--- config.mk ---
export PLATFORM = sky130hd
export DESIGN_NAME = axi4_lite_regfile
export DESIGN_NICKNAME = d
export VERILOG_FILES = /design/src/rtl/axi4_lite_pkg.sv /design/src/rtl/axi4_lite_reg_array.sv /design/src/rtl/axi4_lite_regfile.sv
export SDC_FILE = /design/constraint.sdc
export NUM_CORES = 2
export LEC_CHECK = 0
export ABC_CLOCK_PERIOD_IN_PS = 2900
export BUFFER_PORTS_ARGS = -buffer_cell sky130_fd_sc_hd__buf_2
export CORE_ASPECT_RATIO = 0.5
export CORE_UTILIZATION = 45
export CTS_CLUSTER_SIZE = 10
export DETAILED_ROUTE_END_ITERATION = 12
export HOLD_SLACK_MARGIN = 0.05
export REMOVE_ABC_BUFFERS = 1
export SYNTH_ARGS = -nofsm -noshare
export SYNTH_HDL_FRONTEND = slang
export SYNTH_SLANG_ARGS = --single-unit
--- constraint.sdc ---
create_clock -name ACLK -period 2.9 [get_ports ACLK]
set_clock_uncertainty 0.1 [all_clocks]
set_input_delay 0.435 -clock ACLK [delete_from_list [all_inputs] [get_ports ACLK]]
set_output_delay 0.435 -clock ACLK [all_outputs]
set_load 0.02 [all_outputs]
--- src/rtl/axi4_lite_pkg.sv ---
// Shared types and response codes for the AXI4-Lite register file.
// Optional macro AXIL_REGFILE_ERR_RESP_EN is consumed by axi4_lite_regfile.
package axi4_lite_pkg;

  localparam logic [1:0] OKAY   = 2'b00;
  localparam logic [1:0] SLVERR = 2'b10;

  typedef enum logic [1:0] {
    RESP_OKAY   = OKAY,
    RESP_SLVERR = SLVERR
  } resp_e;

  typedef enum logic {
    W_IDLE = 1'b0,
    W_RESP = 1'b1
  } wstate_e;

  typedef enum logic {
    R_IDLE = 1'b0,
    R_DATA = 1'b1
  } rstate_e;

  function automatic resp_e range_resp(input logic in_range, input logic err_en);
    return (err_en && !in_range) ? RESP_SLVERR : RESP_OKAY;
  endfunction

endpackage

--- src/rtl/axi4_lite_reg_array.sv ---
// Byte-enabled register storage: one synchronous write port, one combinational read port.
module axi4_lite_reg_array
  import axi4_lite_pkg::*;
#(
  parameter int DATA_WIDTH = 32,
  parameter int NUM_REGS   = 32,
  parameter int IDX_W      = $clog2(NUM_REGS)
) (
  input  logic                    clk,
  input  logic                    rst_n,
  input  logic                    we,
  input  logic [IDX_W-1:0]        waddr,
  input  logic [DATA_WIDTH-1:0]   wdata,
  input  logic [DATA_WIDTH/8-1:0] wstrb,
  input  logic [IDX_W-1:0]        raddr,
  output logic [DATA_WIDTH-1:0]   rdata
);

  logic [DATA_WIDTH-1:0] regs_q [NUM_REGS];
  logic [DATA_WIDTH-1:0] regs_d [NUM_REGS];

  always_comb begin
    regs_d = regs_q;
    if (we) begin
      for (int b = 0; b < DATA_WIDTH/8; b++) begin
        if (wstrb[b]) regs_d[waddr][b*8 +: 8] = wdata[b*8 +: 8];
      end
    end
  end

  always_ff @(posedge clk or negedge rst_n) begin
    if (!rst_n) begin
      for (int i = 0; i < NUM_REGS; i++) regs_q[i] <= '0;
    end else begin
      regs_q <= regs_d;
    end
  end

  // Read sees the pre-edge contents, so a same-edge read returns the old value.
  assign rdata = regs_q[raddr];

endmodule

--- src/rtl/axi4_lite_regfile.sv ---
// AXI4-Lite slave register file with independent write and read FSMs.
// Define AXIL_REGFILE_ERR_RESP_EN to answer out-of-range accesses with SLVERR instead of wrapping.
//
// state  | meaning
// W_IDLE | collecting AW and W beats (either order); commit when both held
// W_RESP | BVALID asserted, waiting for BREADY
// R_IDLE | ARREADY high, waiting for an AR beat
// R_DATA | RVALID asserted, RDATA/RRESP held until RREADY
module axi4_lite_regfile
  import axi4_lite_pkg::*;
#(
  parameter int ADDRESS    = 32,
  parameter int DATA_WIDTH = 32,
  parameter int NUM_REGS   = 32
) (
  input  logic                    ACLK,
  input  logic                    ARESETN,
  input  logic [ADDRESS-1:0]      S_AWADDR,
  input  logic                    S_AWVALID,
  output logic                    S_AWREADY,
  input  logic [DATA_WIDTH-1:0]   S_WDATA,
  input  logic [DATA_WIDTH/8-1:0] S_WSTRB,
  input  logic                    S_WVALID,
  output logic                    S_WREADY,
  output logic [1:0]              S_BRESP,
  output logic                    S_BVALID,
  input  logic                    S_BREADY,
  input  logic [ADDRESS-1:0]      S_ARADDR,
  input  logic                    S_ARVALID,
  output logic                    S_ARREADY,
  output logic [DATA_WIDTH-1:0]   S_RDATA,
  output logic [1:0]              S_RRESP,
  output logic                    S_RVALID,
  input  logic                    S_RREADY
);

  localparam int STRB_W = DATA_WIDTH / 8;
  localparam int OFF_W  = $clog2(STRB_W);
  localparam int IDX_W  = $clog2(NUM_REGS);
  localparam logic [ADDRESS-1:0] ADDR_LIMIT = ADDRESS'(NUM_REGS * STRB_W);
`ifdef AXIL_REGFILE_ERR_RESP_EN
  localparam logic ERR_EN = 1'b1;
`else
  localparam logic ERR_EN = 1'b0;
`endif

  wstate_e               wstate_q, wstate_d;
  logic                  aw_cap_q, aw_cap_d;
  logic                  w_cap_q, w_cap_d;
  logic [ADDRESS-1:0]    awaddr_q, awaddr_d;
  logic [DATA_WIDTH-1:0] wdata_q, wdata_d;
  logic [STRB_W-1:0]     wstrb_q, wstrb_d;
  logic                  awready_q, awready_d;
  logic                  wready_q, wready_d;
  logic                  bvalid_q, bvalid_d;
  resp_e                 bresp_q, bresp_d;

  rstate_e               rstate_q, rstate_d;
  logic                  arready_q, arready_d;
  logic                  rvalid_q, rvalid_d;
  logic [DATA_WIDTH-1:0] rdata_q, rdata_d;
  resp_e                 rresp_q, rresp_d;

  logic                  aw_hs, w_hs, have_aw, have_w, commit, ar_hs;
  logic [ADDRESS-1:0]    wr_addr;
  logic [DATA_WIDTH-1:0] wr_data;
  logic [STRB_W-1:0]     wr_strb;
  logic                  wr_in_range, rd_in_range, arr_we;
  logic [DATA_WIDTH-1:0] arr_rdata;

  assign aw_hs   = S_AWVALID && awready_q;
  assign w_hs    = S_WVALID && wready_q;
  assign have_aw = aw_cap_q || aw_hs;
  assign have_w  = w_cap_q || w_hs;
  assign commit  = (wstate_q == W_IDLE) && have_aw && have_w;
  assign ar_hs   = S_ARVALID && arready_q;

  // A beat handshaking this cycle takes precedence over an empty capture register.
  assign wr_addr = aw_cap_q ? awaddr_q : S_AWADDR;
  assign wr_data = w_cap_q ? wdata_q : S_WDATA;
  assign wr_strb = w_cap_q ? wstrb_q : S_WSTRB;

  assign wr_in_range = wr_addr < ADDR_LIMIT;
  assign rd_in_range = S_ARADDR < ADDR_LIMIT;
  assign arr_we      = commit && (wr_in_range || !ERR_EN);

  axi4_lite_reg_array #(
    .DATA_WIDTH (DATA_WIDTH),
    .NUM_REGS   (NUM_REGS),
    .IDX_W      (IDX_W)
  ) u_reg_array (
    .clk   (ACLK),
    .rst_n (ARESETN),
    .we    (arr_we),
    .waddr (wr_addr[OFF_W +: IDX_W]),
    .wdata (wr_data),
    .wstrb (wr_strb),
    .raddr (S_ARADDR[OFF_W +: IDX_W]),
    .rdata (arr_rdata)
  );

  always_ff @(posedge ACLK or negedge ARESETN) begin
    if (!ARESETN) begin
      wstate_q  <= W_IDLE;
      aw_cap_q  <= 1'b0;
      w_cap_q   <= 1'b0;
      awaddr_q  <= '0;
      wdata_q   <= '0;
      wstrb_q   <= '0;
      awready_q <= 1'b0;
      wready_q  <= 1'b0;
      bvalid_q  <= 1'b0;
      bresp_q   <= RESP_OKAY;
      rstate_q  <= R_IDLE;
      arready_q <= 1'b0;
      rvalid_q  <= 1'b0;
      rdata_q   <= '0;
      rresp_q   <= RESP_OKAY;
    end else begin
      wstate_q  <= wstate_d;
      aw_cap_q  <= aw_cap_d;
      w_cap_q   <= w_cap_d;
      awaddr_q  <= awaddr_d;
      wdata_q   <= wdata_d;
      wstrb_q   <= wstrb_d;
      awready_q <= awready_d;
      wready_q  <= wready_d;
      bvalid_q  <= bvalid_d;
      bresp_q   <= bresp_d;
      rstate_q  <= rstate_d;
      arready_q <= arready_d;
      rvalid_q  <= rvalid_d;
      rdata_q   <= rdata_d;
      rresp_q   <= rresp_d;
    end
  end

  always_comb begin
    wstate_d = wstate_q;
    case (wstate_q)
      W_IDLE:  if (commit) wstate_d = W_RESP;
      W_RESP:  if (S_BREADY) wstate_d = W_IDLE;
      default: wstate_d = W_IDLE;
    endcase
  end

  always_comb begin
    aw_cap_d  = aw_cap_q;
    w_cap_d   = w_cap_q;
    awaddr_d  = awaddr_q;
    wdata_d   = wdata_q;
    wstrb_d   = wstrb_q;
    awready_d = awready_q;
    wready_d  = wready_q;
    bvalid_d  = bvalid_q;
    bresp_d   = bresp_q;
    case (wstate_q)
      W_IDLE: begin
        if (commit) begin
          aw_cap_d  = 1'b0;
          w_cap_d   = 1'b0;
          awready_d = 1'b0;
          wready_d  = 1'b0;
          bvalid_d  = 1'b1;
          bresp_d   = range_resp(wr_in_range, ERR_EN);
        end else begin
          aw_cap_d  = have_aw;
          w_cap_d   = have_w;
          awready_d = !have_aw;
          wready_d  = !have_w;
          if (aw_hs) awaddr_d = S_AWADDR;
          if (w_hs) begin
            wdata_d = S_WDATA;
            wstrb_d = S_WSTRB;
          end
        end
      end
      W_RESP: begin
        if (S_BREADY) begin
          bvalid_d  = 1'b0;
          awready_d = 1'b1;
          wready_d  = 1'b1;
        end
      end
      default: ;
    endcase
  end

  always_comb begin
    rstate_d = rstate_q;
    case (rstate_q)
      R_IDLE:  if (ar_hs) rstate_d = R_DATA;
      R_DATA:  if (S_RREADY) rstate_d = R_IDLE;
      default: rstate_d = R_IDLE;
    endcase
  end

  always_comb begin
    arready_d = arready_q;
    rvalid_d  = rvalid_q;
    rdata_d   = rdata_q;
    rresp_d   = rresp_q;
    case (rstate_q)
      R_IDLE: begin
        arready_d = !ar_hs;
        if (ar_hs) begin
          rvalid_d = 1'b1;
          rresp_d  = range_resp(rd_in_range, ERR_EN);
          rdata_d  = (ERR_EN && !rd_in_range) ? '0 : arr_rdata;
        end
      end
      R_DATA: begin
        if (S_RREADY) begin
          rvalid_d  = 1'b0;
          arready_d = 1'b1;
        end
      end
      default: ;
    endcase
  end

  assign S_AWREADY = awready_q;
  assign S_WREADY  = wready_q;
  assign S_BVALID  = bvalid_q;
  assign S_BRESP   = bresp_q;
  assign S_ARREADY = arready_q;
  assign S_RVALID  = rvalid_q;
  assign S_RDATA   = rdata_q;
  assign S_RRESP   = rresp_q;

endmodule

## After elaboration in Yosys (flattened, before gate mapping)

Index checks and enable logic that the tools add are counted.

| storage, ports and cells | value |
|---|---|
| flip-flop bits (word level) | 1108 |
| input bits | 107 |
| output and inout bits | 41 |
| word-level logic and storage cells | 119 |

| cells by class | value |
|---|---|
| magnitude comparators | 3 |
| eq/ne operators | 4 |
| mux-type cells | 46 |
| bitwise gates (word level) | 5 |
| reduce and logical (&&, ||, !) cells | 16 |

Operators by type and width:

| kind | count |
|---|---|
| 1024-bit two-way mux | 7 |
| 1024-bit bitwise mux | 4 |
| 32-bit demux with 5-bit select | 4 |
| 32-bit binary-select mux with 5-bit select | 1 |
| 32-bit two-way mux | 4 |
| 24-bit two-way mux | 1 |
| 16-bit two-way mux | 1 |
| 1-bit two-way mux | 14 |
| 1-bit one-hot mux with 2 select lines | 7 |
| 6-bit greater-or-equal comparator, second input constant | 2 |
| 5-bit inverter with 6-bit output | 2 |
| 8-bit two-way mux | 1 |
| 2-bit inequality test, second input constant | 4 |
| 7-bit two-way mux | 1 |
| 1-bit logical AND | 6 |
| 6-bit by 1-bit less-than comparator with 1-bit output, second input constant | 1 |
| 2-bit AND reduction | 3 |
| 3-bit AND reduction | 2 |
| 4-bit two-way mux | 1 |
| 1-bit zero test | 3 |
| 1-bit inverter | 3 |
| 1-bit logical OR | 2 |

## Depth between registers and ports, before layout

| logic depth | value |
|---|---|
| word-level depth | 17 |
| gate-level depth with buffers | 8 |
| gate-level depth less buffers | 5 |

## Modules after synthesis

A second synthesis with hierarchy kept.

| unflattened totals | value |
|---|---|
| cell total of the unflattened synthesis | 3743 |
| area total of the unflattened synthesis | 51150.3 µm² |

Modules (own cells, without submodules):

| module | times used | cells each | area an instance (µm²) | sequential area each (µm²) |
|---|---|---|---|---|
| axi4_lite_reg_array | 1 | 3508 | 47438.0 | 25624.6 |
| axi4_lite_regfile | 1 | 235 | 3712.3 | 2052.0 |

## Worst setup path after synthesis

OpenSTA, ideal clock, no wires.

| path | value |
|---|---|
| path kind | flip-flop to flip-flop |
| start point | reg aw_cap_q |
| end point | reg u_reg_array.regs_q[800] (netlist name) |
| library setup time | 0.125 ns |
| arrival time | 1.938 ns |
| setup slack | 0.737 ns |
| cell stages (with the launch flop) | 8 |
| buffers on the path | 2 |
| clock period less this slack | 2.163 ns |
| cells stage by stage | dfrtp_1 > buf_6 > or3b_4 > a22oi_4 > nand2_2 > or2_1 > buf_6 > mux2_4 |

| between the ends | value |
|---|---|
| word-level cells in the longest chain between the ends | 17 |
| elaborated cells on any way between the ends | 24 |
| classes of those cells | order compare (2); mux (17); bitwise (1); reduce/logical (4) |

RTL lines:

| what | line | text |
|---|---|---|
| from (decl) | axi4_lite_regfile.sv:48 | `logic aw_cap_q, aw_cap_d;` |
| from (signal assigned) | axi4_lite_regfile.sv:121 | `aw_cap_q <= aw_cap_d;` |
| 7-bit two-way mux | axi4_lite_regfile.sv:79 | `assign wr_addr = aw_cap_q ? awaddr_q : S_AWADDR;` |
| 5-bit inverter with 6-bit output (not written as such) | axi4_lite_reg_array.sv:26 | `if (wstrb[b]) regs_d[waddr][b*8 +: 8] = wdata[b*8 +: 8];` |
| 6-bit greater-or-equal comparator (not written as such) / 6-bit by 1-bit less-than comparator with 1-bit output (equally long branches) | axi4_lite_reg_array.sv:26 |  |
| 1-bit logical AND (not written as such) | axi4_lite_reg_array.sv:26 |  |
| 8-bit two-way mux (not written as such) | axi4_lite_reg_array.sv:26 |  |
| 32-bit demux with 5-bit select | axi4_lite_reg_array.sv:26 |  |
| 1024-bit bitwise mux | axi4_lite_reg_array.sv:26 |  |
| 1024-bit two-way mux | axi4_lite_reg_array.sv:26 |  |
| 1024-bit two-way mux | axi4_lite_reg_array.sv:24 | `if (we) begin` |
| 1024-bit bitwise mux | axi4_lite_reg_array.sv:26 |  |
| 1024-bit two-way mux | axi4_lite_reg_array.sv:26 |  |
| 1024-bit two-way mux | axi4_lite_reg_array.sv:24 |  |
| 1024-bit bitwise mux | axi4_lite_reg_array.sv:26 |  |
| 1024-bit two-way mux | axi4_lite_reg_array.sv:26 |  |
| 1024-bit two-way mux | axi4_lite_reg_array.sv:24 |  |
| 1024-bit bitwise mux | axi4_lite_reg_array.sv:26 |  |
| 1024-bit two-way mux | axi4_lite_reg_array.sv:26 |  |
| to (signal assigned) | axi4_lite_reg_array.sv:35 | `regs_q <= regs_d;` |
| to (decl) | axi4_lite_reg_array.sv:19 | `logic [DATA_WIDTH-1:0] regs_q [NUM_REGS];` |

Parallel ways exist; a longest one is shown, timed or not. The select of a mux whose other input is x is not followed.
A chain may end at the register's enable or synchronous reset.

## Final worst setup path

| path | value |
|---|---|
| start point | reg aw_cap_q |
| end point | reg u_reg_array.regs_q[896] (netlist name) |

Same word-level chain as after synthesis.

==> results.md <==
* First drt pass iteration count at 5
* Register bit count reported by yosys at 1,106
* P_leak at 27.56 nW
* Post-synthesis simple-gate area fraction at 0.02636
* DRT Wirelength at 136,300 um
* Reg-to-Reg End: u_reg_array.regs_q[896]
* Max_slew headroom at 0.3874
* Clk root buf: clkbuf_16
* Post-CTS Setup Repair Bufs at 0
* Ys flop type: dfrtp_1
* Tightest Pin Transition at 918.9 ps
* Register-to-Register Setup Slack at 110 ps
* Finish-stage setup viols at 0
* CTS tree: done
* Total die area at 116,900 um^2
* H-tree depth at 3
* Largest family of logic cells by synthesized area: multiplexers
* Adder-cell share of the synthesized area at 0
* Port Buffers at 89
* Post-synthesis sequential area ratio at 0.5326
* Critical Setup Path Class: reg -> reg
* Clock insertion delay at the later pin of the skew report at 740 ps
* Grt ovf at 0
* Hold slack at 125.3 ps
* Avg Inst Size Synth at 13.83 um^2
* WP data arrival at 3310 ps
* CP Data Required Time at 3410 ps
* Synth unique cells at 44
* Period utilization at 0.9634
* Mux cell area share after synthesis at 0.3454
* Num CTS Buffers at 121
* R2r worst-path depth at 6
* Crit path time final at 2794 ps
* Core box area at 113,500 um^2
* Site Rows at 87
* RSZ-0062 raised after global routing: no
* VDD IR max at 0.5852 mV
* # clock sinks at 1,106
* Initial core utilization at 0.4577
* Worst r2r src: aw_cap_q
* F_max at 0.3579 GHz
* PwrDens at 877.8 nW/um^2
* WL/cell at 25.23 um
* Mapped Cells at 3,758
* Clock buffer depth at 3
* Power Total at 0.05192 W
* Maxcap violations at 0
* DRC at 0
* Compound-Gate Fraction of Synth Area at 0.06017
* Initial DRC Count at 2,147
* Clk slew on worst S/H paths at 60 ps
* Crit path capture type: register
* Pin count of the biggest net entering global routing at 113
* Vias in the first global route at 33,390
* Initial antenna violation count at 8
* Number of flops mapped to enable cells by yosys at 0
* Final count of pins violating max slew at 0
* P&R area growth vs syn at 13.82%
* Share of cells above drive strength 1 at 0.3167
* First-pass GRT wire length at 211,100 um
* Antenna Nets Post-Route at 0
* Die X at 482.6 um
* I/O pins at 148
* Tot GR Track Use at 0.2382
* Hold crit path type: in -> async
* Largest fanout on the critical path at 14
* Yosys warns at 0
* Nets at 3,977
* Post-synthesis instance area at 51,970 um^2
* Detailed-placement wirelength estimate at 88,110 um
* Ys async rst share at 1.000
* Xor/xnor cell area share of the yosys netlist at 0
* Placer Congestion at 0.8611
* Vias per cell at 5.788
* Final hold violation count at 0
* Status: completed
* Crit path launch type: register
* Vias at 31,280
* Die H at 242.3 um
[state kept, by name (all words and copies together) (netlist names), 4 cells and up]
signal / flops
wdata_q: 32
wstrb_q: 4
u_reg_array.regs_q: 1024
S_RDATA: 32
awaddr_q: 5
[worst max-delay path, cell delays in order (launching register included)]
cell	delay, ps
dfrtp_1	500
buf_4	240
nand2b_1	190
o21ai_2	330
nand2_1	390
or2_1	530
mux2_1	390
[Yosys cell counts (all sizes together) (4+ instances only)]
library cell  count  area [um^2]
nand3b            7        52.55
a22o             65        569.3
a22oi           136         1079
o22ai            33        212.7
a21oi            65        325.3
nand2            81        314.0
mux2i           512         5125
nor2             10        37.54
mux2           1096        12820
a221oi           64        560.5
or2             129        807.0
nand2b            6        37.54
buf             188         1099
a21o              4        30.03
clkbuf          195        732.0
o41ai            32        280.3
dfrtp          1106        27680
[routing by layer]
layer / track usage / up-vias / share of wire
met5: 0 / - / 0.00015
met2: 0.3723 / 577 / 0.46
met4: 0.05497 / 2 / 0.020
met1: 0.3450 / 16650 / 0.48
met3: 0.04082 / 187 / 0.044
li1: - / 13860 / -
[how the worst max path moves through the flow]
stage	from	end	slack, ps	cells after the start
2_1_floorplan	S_ARADDR[3]	S_RDATA[30]	-2990	5
3_3_place_gp	S_ARADDR[2]	S_RDATA[17]	120	7
3_5_place_dp	S_ARADDR[2]	S_RDATA[17]	20	7
4_1_cts	aw_cap_q	u_reg_array.regs_q[807]	140	7
5_1_grt	aw_cap_q	u_reg_array.regs_q[896]	30	6
6_report	aw_cap_q	u_reg_array.regs_q[896]	110	6
[logic make-up after synthesis]
kind of cell           Yosys count
other                            1
flip-flops                    1106
multiplexers                  1608
AO/OA/AOI/OAI                  408
AND/OR/NAND/NOR                249
buffers and inverters          386
[metrics by stage]
step	worst slack [ps]	area, um^2	TNS [ps]	instances	util
floorplan	-2989	50150	-94720	3378	-
global placement	117.4	55480	0	5213	0.4887
detailed placement	16.36	55480	0	5213	0.4887
CTS	143.7	59120	0	5394	0.5208
global route	26.25	59130	0	5397	0.5208
finish	106.0	59150	0	5403	0.5210
[power by group]
group	internal, W	leakage (nW)	switching (W)
registers	0.0213	13.8	0.00306
logic	0.00708	12.2	0.00716
clock network	0.00742	1.56	0.00594
total	0.0358	27.6	0.0162
[layout by cell type, fill, tap and decap left out, types with 3 or more instances in the layout]
cell type / synthesis / routed
a22oi_1: 128 / 128
inv_6: 0 / 3
buf_2: 131 / 87
diode_2: 0 / 9
o41ai_1: 32 / 32
inv_1: 3 / 3
nand3b_1: 7 / 7
or2_2: 1 / 3
a22o_1: 65 / 65
mux2i_1: 512 / 512
nand2b_1: 6 / 4
nor2_1: 10 / 9
a221oi_1: 64 / 64
a22oi_2: 6 / 6
conb_1: 1 / 4
buf_4: 25 / 139
buf_12: 0 / 94
mux2_2: 620 / 620
or2_1: 128 / 126
dlygate4sd3_1: 0 / 47
o22ai_1: 32 / 32
a21oi_1: 65 / 65
clkbuf_16: 0 / 123
nand2_1: 77 / 75
mux2_1: 348 / 348
nand2_2: 4 / 6
mux2_4: 128 / 128
a21o_1: 4 / 4
clkbuf_1: 195 / 3
dfrtp_1: 1106 / 1105
[repair_timing]
item / CTS / global route
setup endpoints to repair: 0 / 3
hold buffers: 47 / 0
endpoints found under the hold margin: 571 / 0
gates resized for setup: 0 / 2
[final cells by class]
type	instances	area [um^2]
fill	9476	54390
sequential	1106	27680
multi-input combinational	2269	22510
timing repair buffer	369	3861
clock buffer	126	3089
tap	1513	1893
clock inverter	8	85.08
antenna	9	22.52
inverter	3	11.26
(Power assumes the default switching activity.)
